$ cat config.mk
export PLATFORM = sky130hd
export DESIGN_NAME = deser_serial
export DESIGN_NICKNAME = d
export VERILOG_FILES = /design/src/rtl/deser_serial.sv
export SDC_FILE = /design/constraint.sdc
export NUM_CORES = 1
export LEC_CHECK = 0
export CORE_MARGIN = 2
export CORE_UTILIZATION = 30
export DETAILED_ROUTE_END_ITERATION = 10
export PLACE_DENSITY = 0.49
export SETUP_SLACK_MARGIN = 0.5
export SLEW_MARGIN = 10
export SYNTH_ARGS = -nofsm -noshare
export SYNTH_HDL_FRONTEND = slang
export SYNTH_SLANG_ARGS = --single-unit
$ cat constraint.sdc
create_clock -name i_clk -period 2.2 [get_ports i_clk]
set_clock_uncertainty 0.1 [all_clocks]
set_input_delay 0.66 -clock i_clk [delete_from_list [all_inputs] [get_ports i_clk]]
set_output_delay 0.66 -clock i_clk [all_outputs]
set_load 0.05 [all_outputs]
$ cat src/rtl/deser_serial.sv
// Serial-to-parallel receiver for the 40-bit link.
// Bits arrive LSB first on each bit strobe. A frame starts with a start pulse.
// The rebuilt word is held in a valid/ready output register.
module deser_serial #(
  parameter int unsigned WIDTH = 40,
  parameter int unsigned IDX_W = 6
) (
  input  logic             i_clk,
  input  logic             i_reset,
  input  logic             i_start,
  input  logic             i_bit_en,
  input  logic             i_sin,
  output logic [IDX_W-1:0] o_idx,
  output logic             o_busy,
  output logic [WIDTH-1:0] o_data,
  output logic             o_data_valid,
  input  logic             i_data_ready,
  output logic             o_frame_err,
  output logic             o_overrun
);

  typedef enum logic [0:0] {StIdle, StRecv} state_t;

  localparam logic [IDX_W-1:0] LastIdx = IDX_W'(WIDTH - 1);

  state_t           r_state;
  logic [IDX_W-1:0] r_idx;
  logic [WIDTH-1:0] r_shreg;
  logic [WIDTH-1:0] r_data;
  logic             r_data_valid;
  logic             r_frame_err;
  logic             r_overrun;
  logic             r_busy;

  logic [WIDTH-1:0] w_word;
  logic [WIDTH-1:0] w_first;
  logic             w_accept;

  // Word as it stands with the current serial bit merged in at the current index.
  always_comb begin
    w_word        = r_shreg;
    w_word[r_idx] = i_sin;
    w_first       = {{(WIDTH-1){1'b0}}, i_sin};
    w_accept      = r_data_valid & i_data_ready;
  end

  // Receive FSM, shift register and output register; all outputs registered.
  always_ff @(posedge i_clk) begin
    if (i_reset) begin
      r_state      <= StIdle;
      r_idx        <= '0;
      r_shreg      <= '0;
      r_data       <= '0;
      r_data_valid <= 1'b0;
      r_frame_err  <= 1'b0;
      r_overrun    <= 1'b0;
      r_busy       <= 1'b0;
    end else begin
      r_frame_err <= 1'b0;
      // Handshake clear; a word completing this edge overrides it below.
      if (w_accept) r_data_valid <= 1'b0;
      case (r_state)
        StIdle: begin
          if (i_start) begin
            r_state <= StRecv;
            r_busy  <= 1'b1;
            r_shreg <= i_bit_en ? w_first : '0;
            r_idx   <= i_bit_en ? IDX_W'(1) : '0;
          end
        end
        StRecv: begin
          if (i_start) begin
            // Start always wins, even against the final bit of a frame.
            r_frame_err <= 1'b1;
            r_shreg     <= i_bit_en ? w_first : '0;
            r_idx       <= i_bit_en ? IDX_W'(1) : '0;
          end else if (i_bit_en) begin
            r_shreg <= w_word;
            if (r_idx == LastIdx) begin
              r_state <= StIdle;
              r_busy  <= 1'b0;
              r_idx   <= '0;
              if (!r_data_valid || i_data_ready) begin
                r_data       <= w_word;
                r_data_valid <= 1'b1;
              end else begin
                r_overrun <= 1'b1;
              end
            end else begin
              r_idx <= r_idx + 1'b1;
            end
          end
        end
        default: begin
          r_state <= StIdle;
          r_busy  <= 1'b0;
          r_idx   <= '0;
        end
      endcase
    end
  end

  assign o_idx        = r_idx;
  assign o_busy       = r_busy;
  assign o_data       = r_data;
  assign o_data_valid = r_data_valid;
  assign o_frame_err  = r_frame_err;
  assign o_overrun    = r_overrun;

endmodule

==> flow_metrics.py <==
metrics = {
    "outcome": {
        "status": "complete, no violations",
    },
    "sta": {
        "worst_pin_slew_ns": 0.511,
        "finalHoldViolCount": 0,
        "relSlewSlack_pct": 65.8,
        "fin_setup_tns_ns": 0,
        "slew_violations": 0,
        "period_needed_ns": 1.77,
        "rsz0062_at_grt": "true",
        "period_share_pct": 80.6,
        "max_freq_mhz": 564,
        "setup_viol": 0,
    },
    "global_routing": {
        "antenna_found_initial": 0,
        "grt_max_degree": 82,
        "grt_pass1_wl_mm": 28.0,
        "grt.overflow.total": 0,
        "grt_usage_pct": 20.8,
        "grt_pass1_vias": 4725,
    },
    "worst_setup_path": {
        "worstSetupPathType": "reg -> reg",
        "arrival_ns": 1.93,
        "r2r_cells": 7,
        "crit_required_ns": 2.35,
        "r2r_slack_ns": 0.43,
        "path_max_fanout": 8,
        "cp-start-kind": "flop",
        "end_kind": "flop",
    },
    "final_layout": {
        "drive_above_1_share_pct": 42.1,
        "fin_nets": 620,
        "fin_cells": 833,
        "area_delta_synth_final_pct": 42.5,
        "design_area_um2": 6940,
        "diodes": 0,
        "fin_util_pct": 43.7,
    },
    "pwr": {
        "finalPower_uw": 3460,
        "powerDensity_nw_per_um2": 499,
        "vdd_ir_drop_max_mv": 0.410,
        "p_leak_uw": 0.00223,
    },
    "drt": {
        "ant_nets": 0,
        "post_drt_wl_per_cell_um": 22.8,
        "vias": 4967,
        "drc": 0,
        "routed_via_density": 5.96,
        "firstDrtPassIters": 5,
        "drt-initial-drc-count": 535,
        "routed_wirelength_mm": 19.0,
    },
    "floorplan": {
        "coreArea_um2": 15900,
        "die_area_um2": 17300,
        "die_w_um": 131,
        "fp.dieH_um": 131,
        "initial_core_util_pct": 30.7,
        "rows": 46,
        "ios": 56,
    },
    "yosys": {
        "seq_area_frac_synth_pct": 37.4,
        "synthDominantCellAreaShare_pct": 37.4,
        "synth-edff-count": 0,
        "synthesis.nets": 534,
        "yosysWarnings": 0,
        "async_reset_ff_share_pct": 0,
        "synth_cells": 527,
        "syn_avg_cell_area_um2": 9.24,
        "ys_top_cells_by_area": "dfxtp_1, a311oi_2, o31ai_1",
        "ys_seq_elements": 91,
        "synth_area_um2": 4870,
        "synth_cell_type_count": 42,
        "synth_top_cell_by_area": "dfxtp_1",
        "synthFlopType": "dfxtp_1",
    },
    "worst_hold_path": {
        "hold_path_depth": 2,
        "hp-class": "reg -> reg",
    },
    "place": {
        "routabilityCongestion": 0.785,
        "dpl.cell_count": 756,
        "post-dp-hpwl_mm": 9.93,
        "placed_area_um2": 5620,
        "port_buffers": 55,
    },
    "clock_network": {
        "h-tree-depth": 3,
        "cts.clk_slew.worst_paths_ns": 0.07,
        "cts_inserted_buffers": 9,
        "clockBufferDepth": 2,
        "cts_root_buf": "clkbuf_16",
        "cts_hold_buf": 0,
        "clock-sinks": 91,
        "clock_latency_ns": 0.35,
        "tritoncts": "built",
    },
    "job": {
        "cap_violations": 0,
    },
}
==> final timing paths <==
path,from,endpoint
setup / recovery,o_idx[0],o_data[9]
hold / removal,r_shreg[29],r_shreg[29]
setup reg to reg,o_idx[0],o_data[9]
hold reg to reg,r_shreg[29],r_shreg[29]
==> routing by layer <==
layer / wire (um) / vias up / GRT usage (%)
li1: - / 2260 / -
met1: 8310 / 2447 / 28.2
met2: 8740 / 233 / 31.3
met3: 1460 / 27 / 5.67
met4: 520 / 0 / 8.09
met5: 0 / - / 0
==> cell families (layout without fill, tap and decap cells) <==
group,after synthesis,count (layout),share of synthesized area (%)
AOI/OAI and AO/OA,218,218,34.4
xor gates and xnor gates,1,1,0.180
adders and majority gates,1,1,0.257
buffers and inverters,87,175,9.35
DFF,91,91,37.4
and+or+nand+nor,129,131,18.4
==> layout by cell type, fill, tap and decap left out, drive strengths merged, types with 6 or more instances in the layout <==
cell	instances
buf	149
a21oi	47
o31ai	42
inv	6
o21ai	42
nand2	7
nor3b	8
nand4	41
a31oi	40
or3b	8
dfxtp	91
a311oi	40
nand3	42
clkbuf	17
==> cell usage after synthesis, types with 3 or more instances <==
| library cell | count |
|---|---|
| dfxtp_1 | 91 |
| a21oi_1 | 47 |
| o21ai_0 | 42 |
| nand4_1 | 41 |
| o31ai_1 | 41 |
| a311oi_2 | 40 |
| a31oi_1 | 40 |
| nand3_1 | 38 |
| clkbuf_1 | 37 |
| buf_2 | 26 |
| buf_6 | 11 |
| nand2_1 | 7 |
| inv_1 | 6 |
| nor3b_4 | 6 |
| and3b_1 | 4 |
| nand3_2 | 4 |
| nand3b_1 | 4 |
| buf_4 | 3 |
| or3_1 | 3 |
| or3b_1 | 3 |
| or3b_2 | 3 |
==> cell type report <==
type / count / area, um2
clock buffer: 14 / 285
multi-input combinational: 351 / 2780
timing repair buffer: 154 / 1730
clock inverter: 1 / 5.00
sequential: 91 / 1850
tap: 216 / 270
inverter: 6 / 22.5
fill: 1539 / 8940
==> metrics by stage <==
stage | hold slack, ns | setup slack, ns
global route | 0.389 | 0.405
CTS | 0.366 | 0.406
global placement | 0.351 | -0.177
finish | 0.366 | 0.428
detailed placement | 0.357 | -0.202
floorplan | 0.345 | 0.262
==> worst max-delay path, stage by stage (launching register included) <==
cell	delay, ns
dfxtp_4	0.39
ha_4	0.17
and4_4	0.19
and3_4	0.18
buf_6	0.12
buf_12	0.11
buf_16	0.14
a311oi_2	0.27
==> state kept, by name (all words and copies together) (netlist names) <==
| register | count |
|---|---|
| o_data | 40 |
| r_shreg | 40 |
| o_idx | 6 |
| o_busy | 1 |
| o_data_valid | 1 |
| o_frame_err | 1 |
| o_overrun | 1 |
| r_state | 1 |
==> where the power goes <==
group          total [uW]  switching, uW  leakage [uW]  internal (uW)
clock                1560            668      0.000144            891
sequential           1660           9.60      0.000739           1650
combinational         248            165       0.00135           82.9
==> timing repair <==
item / in CTS / in global routing
gates cloned: 8 / 5
endpoints found under the setup margin: 96 / 87
pin swaps: 7 / 41
buffers inserted: 39 / 10
gates resized for setup: 53 / 55
(Power assumes the default switching activity.)
==> edit 1: new RTL, config.mk and constraints unchanged <==
`WIDTH`: 40 -> 36.
--- a/src/rtl/deser_serial.sv
+++ b/src/rtl/deser_serial.sv
@@ -2,7 +2,7 @@
 // Bits arrive LSB first on each bit strobe. A frame starts with a start pulse.
 // The rebuilt word is held in a valid/ready output register.
 module deser_serial #(
-  parameter int unsigned WIDTH = 40,
+  parameter int unsigned WIDTH = 36,
   parameter int unsigned IDX_W = 6
 ) (
   input  logic             i_clk,
Ports: changed (resized o_data); port bits go from 56 to 52. The function was not compared with the original's and may differ.
==> edit 1 against the original RTL <==
- routed wire length shrank 12%
- sequential cell count shrank 8
- power shrank 4.8%
- fmax shrank 1.2%
- non-clock buffer count shrank 19
- cell area shrank 11%
- area after synthesis shrank 14%
- worst hold slack is essentially flat
- count of clock-buffer cells in the layout shrank 3
- worst setup slack lost 0.021 ns
- first-iteration DRC count shrank 13%
- largest cell class unchanged
- largest power group is now clock
==> edit 1: results (changes against the original RTL) <==
initial DRC count -> 465 (-13%)
worst skew pair latency -> 0.35 ns (about the same)
Port Buf Inserts -> 51 (-7.3%)
DP Area -> 4890 sq um (-13%)
met3 Usage GRT -> 3.35% (-2.3 points)
startpoint types -> register
peak supply drop -> 0.444 mV (+8.2%)
TritonCTS buffer count -> 9 (unchanged)
Total Routing Usage GR -> 22.0% (+1.2 points)
GPL Wtd Cong -> 0.832 (+6.0%)
pre-CTS WS -> -0.130 ns (+0.0721 ns)
Hold Path Cell Cnt -> 2 (unchanged)
TritonRoute pass-1 iters -> 5 (unchanged)
sequential area share after synthesis -> 39.4% (+2.0 points)
H-tree levels -> 3 (unchanged)
CP peak stage delay -> 0.38 ns
Synth Warn # -> 0 (unchanged)
metal3 WL -> 977 um (-33%)
Cell variety after synth -> 43 (+2.4%)
largest net degree at the start of global routing -> 74 (-9.8%)
# resized after CTS -> 49 (-7.5%)
vias in the first global route -> 4,272 (-9.6%)
first-pass GRT wire length -> 24,800 um (-11%)
CP delay by family, top -> flip-flops
Avg Inst Size Synth -> 8.70 sq um (-5.8%)
Clock Pin Slew Worst Setup and Hold Paths -> 0.06 ns
post-synth net total -> 491 (-8.1%)
FFs w/ async S/R, synth -> 0% (unchanged)
post-DR vias/cell -> 6.06 (+1.7%)
M1 GR Usage -> 30.0% (+1.8 points)
uppermost routed layer -> met4
share of cells above drive strength 1 -> 35.9% (-6.3 points)
Sw Pwr -> 0.000806 W (-4.3%)
Post-Synth Adder-Cell Area -> 0.297% (+0.040 points)
P_leak -> 2.08 nW (-6.5%)
final net count -> 568 (-8.4%)
met2 usage -> 33.8% (+2.5 points)
worst r2r src -> o_idx[4]$_SDFFE_PP0P_
crit-path max FO -> 5 (-3)
outcome -> completed
Synth Area in XOR/XNOR -> 0% (-0.18 points)
Synth Area in Compound Gates -> 30.9% (-3.4 points)
critical hold path startpoint -> r_shreg[28]$_SDFFE_PP0P_
top cells by area, synth -> dfxtp_1 39%, a311oi_1 7.5%, o31ai_1 6.6%, a31oi_1 5.5%, nand4_1 5.5%
placed cells -> 679 (-10%)
postcts setup bufs -> 28 (-28%)
CTS max path bufs -> 2 (unchanged)
Rel. slew slack -> 58.0% (-7.8 points)
DP Wirelength -> 9240 um (-6.9%)
multiplexer share of the synthesized area -> 0% (unchanged)
wire per inst -> 22.4 um (-1.9%)
ys flop type -> dfxtp_1
Post-synth top cells -> 83 x dfxtp_1, 44 x a21oi_1, 38 x o21ai_0
initial antenna violation count -> 0 (unchanged)
met1 WL -> 7440 um (-10%)
root buffer cell -> clkbuf_16
R2R cell count -> 8 (+1)
met2 wire length -> 7860 um (-10%)
worst hold path type -> register to register
via count -> 4,522 (-9.0%)
-- edit 1: power groups by stage --
stage / combinational (W) / clock (W) / sequential (W)
after CTS: 0.000227 / 0.00156 / 0.00151
after detailed placement: 0.000198 / 0 / 0.00156
after floorplan: 0.000121 / 0 / 0.00156
final: 0.000236 / 0.00155 / 0.00151
after global routing: 0.000249 / 0.00163 / 0.00151
after global placement: 0.000197 / 0 / 0.00155
-- edit 1: worst paths after layout --
kind                                                  to  slack, ns
worst max-delay path                            o_idx[4]       0.41
worst min-delay path            r_shreg[28]$_SDFFE_PP0P_       0.37
worst max register to register    o_data[6]$_SDFFE_PP0P_       0.43
worst min register to register  r_shreg[28]$_SDFFE_PP0P_       0.37
-- edit 1: cell type report --
cell class	instances	area, sq um
Tap cell	180	225
Timing Repair Buffer	135	1560
Clock buffer	11	243
Clock inverter	5	51.3
Fill cell	1358	7600
Sequential cell	83	1690
Multi-Input combinational cell	326	2380
Inverter	6	22.5
==> edit 2: new RTL, same settings <==
Made on the original files. Put one more register stage on the output `o_overrun`, cleared by the reset. The value now appears one clock later. The other outputs are not delayed to match.
--- a/src/rtl/deser_serial.sv
+++ b/src/rtl/deser_serial.sv
@@ -105,7 +105,13 @@
   assign o_data       = r_data;
   assign o_data_valid = r_data_valid;
   assign o_frame_err  = r_frame_err;
-  assign o_overrun    = r_overrun;
+  always_ff @(posedge i_clk) begin
+    if (i_reset) begin
+      o_overrun <= '0;
+    end else begin
+      o_overrun <= r_overrun;
+    end
+  end
 
 endmodule
 
Check against the original RTL: same outputs for any inputs over 10 cycles, from zero or initial values and one cycle with i_reset high; that may be too few to reach the edited logic, so the function may still have changed.
==> edit 2 against the original RTL <==
- worst setup slack worse by 0.028 ns
- area after synthesis is 7.5% lower
- first-iteration DRC count rose by 9.7%
- sequential cell count up 1
- combinational power is essentially flat
- fmax shrank 1.6%
- final cell count shrank 4.2%
- worst hold slack gained 0.00071 ns
- critical path depth up 1
- power fell by 1.4%
- cell area is 4.1% lower
- routed wire length fell by 1.5%
- largest cell class unchanged
==> edit 2: results (changes against the original RTL) <==
outcome -> completed
initial DRC count -> 587 (+9.7%)
Routed WL -> 18,700 um (-1.5%)
largest net degree at the start of global routing -> 50 (-39%)
placed cells -> 723 (-4.4%)
post-synth net total -> 530 (-0.75%)
Comb pwr share -> 7.3%
Post-Synth Adder-Cell Area -> 0.278% (+0.021 points)
number of antenna diodes -> 0 (unchanged)
TritonRoute pass-1 iters -> 5 (unchanged)
worst-margin pin slew -> 0.500 ns (-0.0115 ns)
final net count -> 616 (-0.65%)
vias in the first global route -> 4,438 (-6.1%)
Sw Share -> 26.4% (+2.1 points)
wire per inst -> 23.5 um (+2.8%)
DP Wirelength -> 9860 um (-0.67%)
P_leak -> 2.19 nW (-1.6%)
Synth Area in XOR/XNOR -> 0.194% (+0.015 points)
worst hold path type -> register to register
layout filler cell count -> 1,384 (-10%)
H-tree levels -> 3 (unchanged)
share of cells above drive strength 1 -> 38.3% (-3.9 points)
worst skew pair latency -> 0.35 ns (about the same)
Cell variety after synth -> 43 (+2.4%)
Avg Inst Size Synth -> 8.62 sq um (-6.8%)
CP delay by family, top -> buffers and inverters
TritonCTS buffer count -> 9 (unchanged)
CTS max path bufs -> 2 (unchanged)
CP peak stage delay -> 0.37 ns (-0.02 ns)
GPL Wtd Cong -> 0.783 (-0.22%)
initial antenna violation count -> 0 (unchanged)
Data arrival, critical path -> 1.96 ns (+0.03 ns)
Port Buf Inserts -> 55 (unchanged)
Synth Warn # -> 0 (unchanged)
sequential area share after synthesis -> 40.9% (+3.5 points)
Synth Area in Compound Gates -> 30.8% (-3.6 points)
final antenna-violating net count -> 0 (unchanged)
FFs w/ async S/R, synth -> 0% (unchanged)
Rel. slew slack -> 66.7% (+0.88 points)
top cells by area, synth -> dfxtp_1 41%, a311oi_1 7.4%, o31ai_1 6.5%, a31oi_1 6.0%, nand4_1 5.7%
Clock Pin Slew Worst Setup and Hold Paths -> 0.07 ns (about the same)
Power, Total -> 0.00342 W (-1.4%)
Seq power -> 0.00168 W
CP max-delay cell -> dfxtp_4
Total Routing Usage GR -> 21.7% (+0.93 points)
root buffer cell -> clkbuf_16
Final setup viols -> 0 (unchanged)
first-pass GRT wire length -> 27,100 um (-3.3%)
MaxCap Viol Count -> 0 (unchanged)
ys flop type -> dfxtp_1
via count -> 4,953 (-0.28%)
peak supply drop -> 0.362 mV (-12%)
Post-synth top cells -> 92 x dfxtp_1, 45 x a21oi_1, 43 x a31oi_1, 42 x clkbuf_1, 41 x nand4_1
## edit 2: through the flow
stage	util, %	setup WS [ns]	TNS (ns)	instance area (sq um)
6_report	45.6	0.399	0	6660
5_1_grt	45.6	0.350	0	6660
4_1_cts	41.8	0.414	0	6100
3_5_place_dp	36.0	-0.247	-5.48	5260
3_3_place_gp	36.0	-0.220	-3.14	5260
2_1_floorplan	-	0.283	0	4620
## edit 2: final timing paths
kind / slack (ns) / end / startpoint / cells after the start
setup / recovery: 0.40 / o_data[2]$_SDFFE_PP0P_ / o_idx[3]$_SDFFE_PP0P_ / 8
hold reg to reg: 0.37 / r_shreg[21]$_SDFFE_PP0P_ / r_shreg[21]$_SDFFE_PP0P_ / 2
setup reg to reg: 0.40 / o_data[2]$_SDFFE_PP0P_ / o_idx[3]$_SDFFE_PP0P_ / 8
hold / removal: 0.37 / r_shreg[21]$_SDFFE_PP0P_ / r_shreg[21]$_SDFFE_PP0P_ / 2
## edit 2: cell type report
class	count	share of cell area [%]
Clock buffer	9	3.38
Clock inverter	7	0.752
Inverter	5	0.282
Multi-Input combinational cell	350	38.5
Sequential cell	92	28.1
Tap cell	184	3.46
Timing Repair Buffer	151	25.6
## edit 2: routing by layer
layer  GRT usage, %  wire [um]  part of all wire, %  vias to the layer above
met5              0          0                    0                        -
met4           8.53        534                  2.9                        0
met3           2.95       1370                  7.3                       35
met2           33.7       8680                   46                      223
met1           30.6       8150                   43                     2454
li1               -          -                    -                     2241
## edit 2: what timing repair did
item / CTS / global route
pin swaps: 19 / 34
cloned: 6 / 8
setup endpoints to repair: 101 / 87
resized for setup: 52 / 54
endpoints found under the hold margin: 0 / 0
buffers inserted: 26 / 19
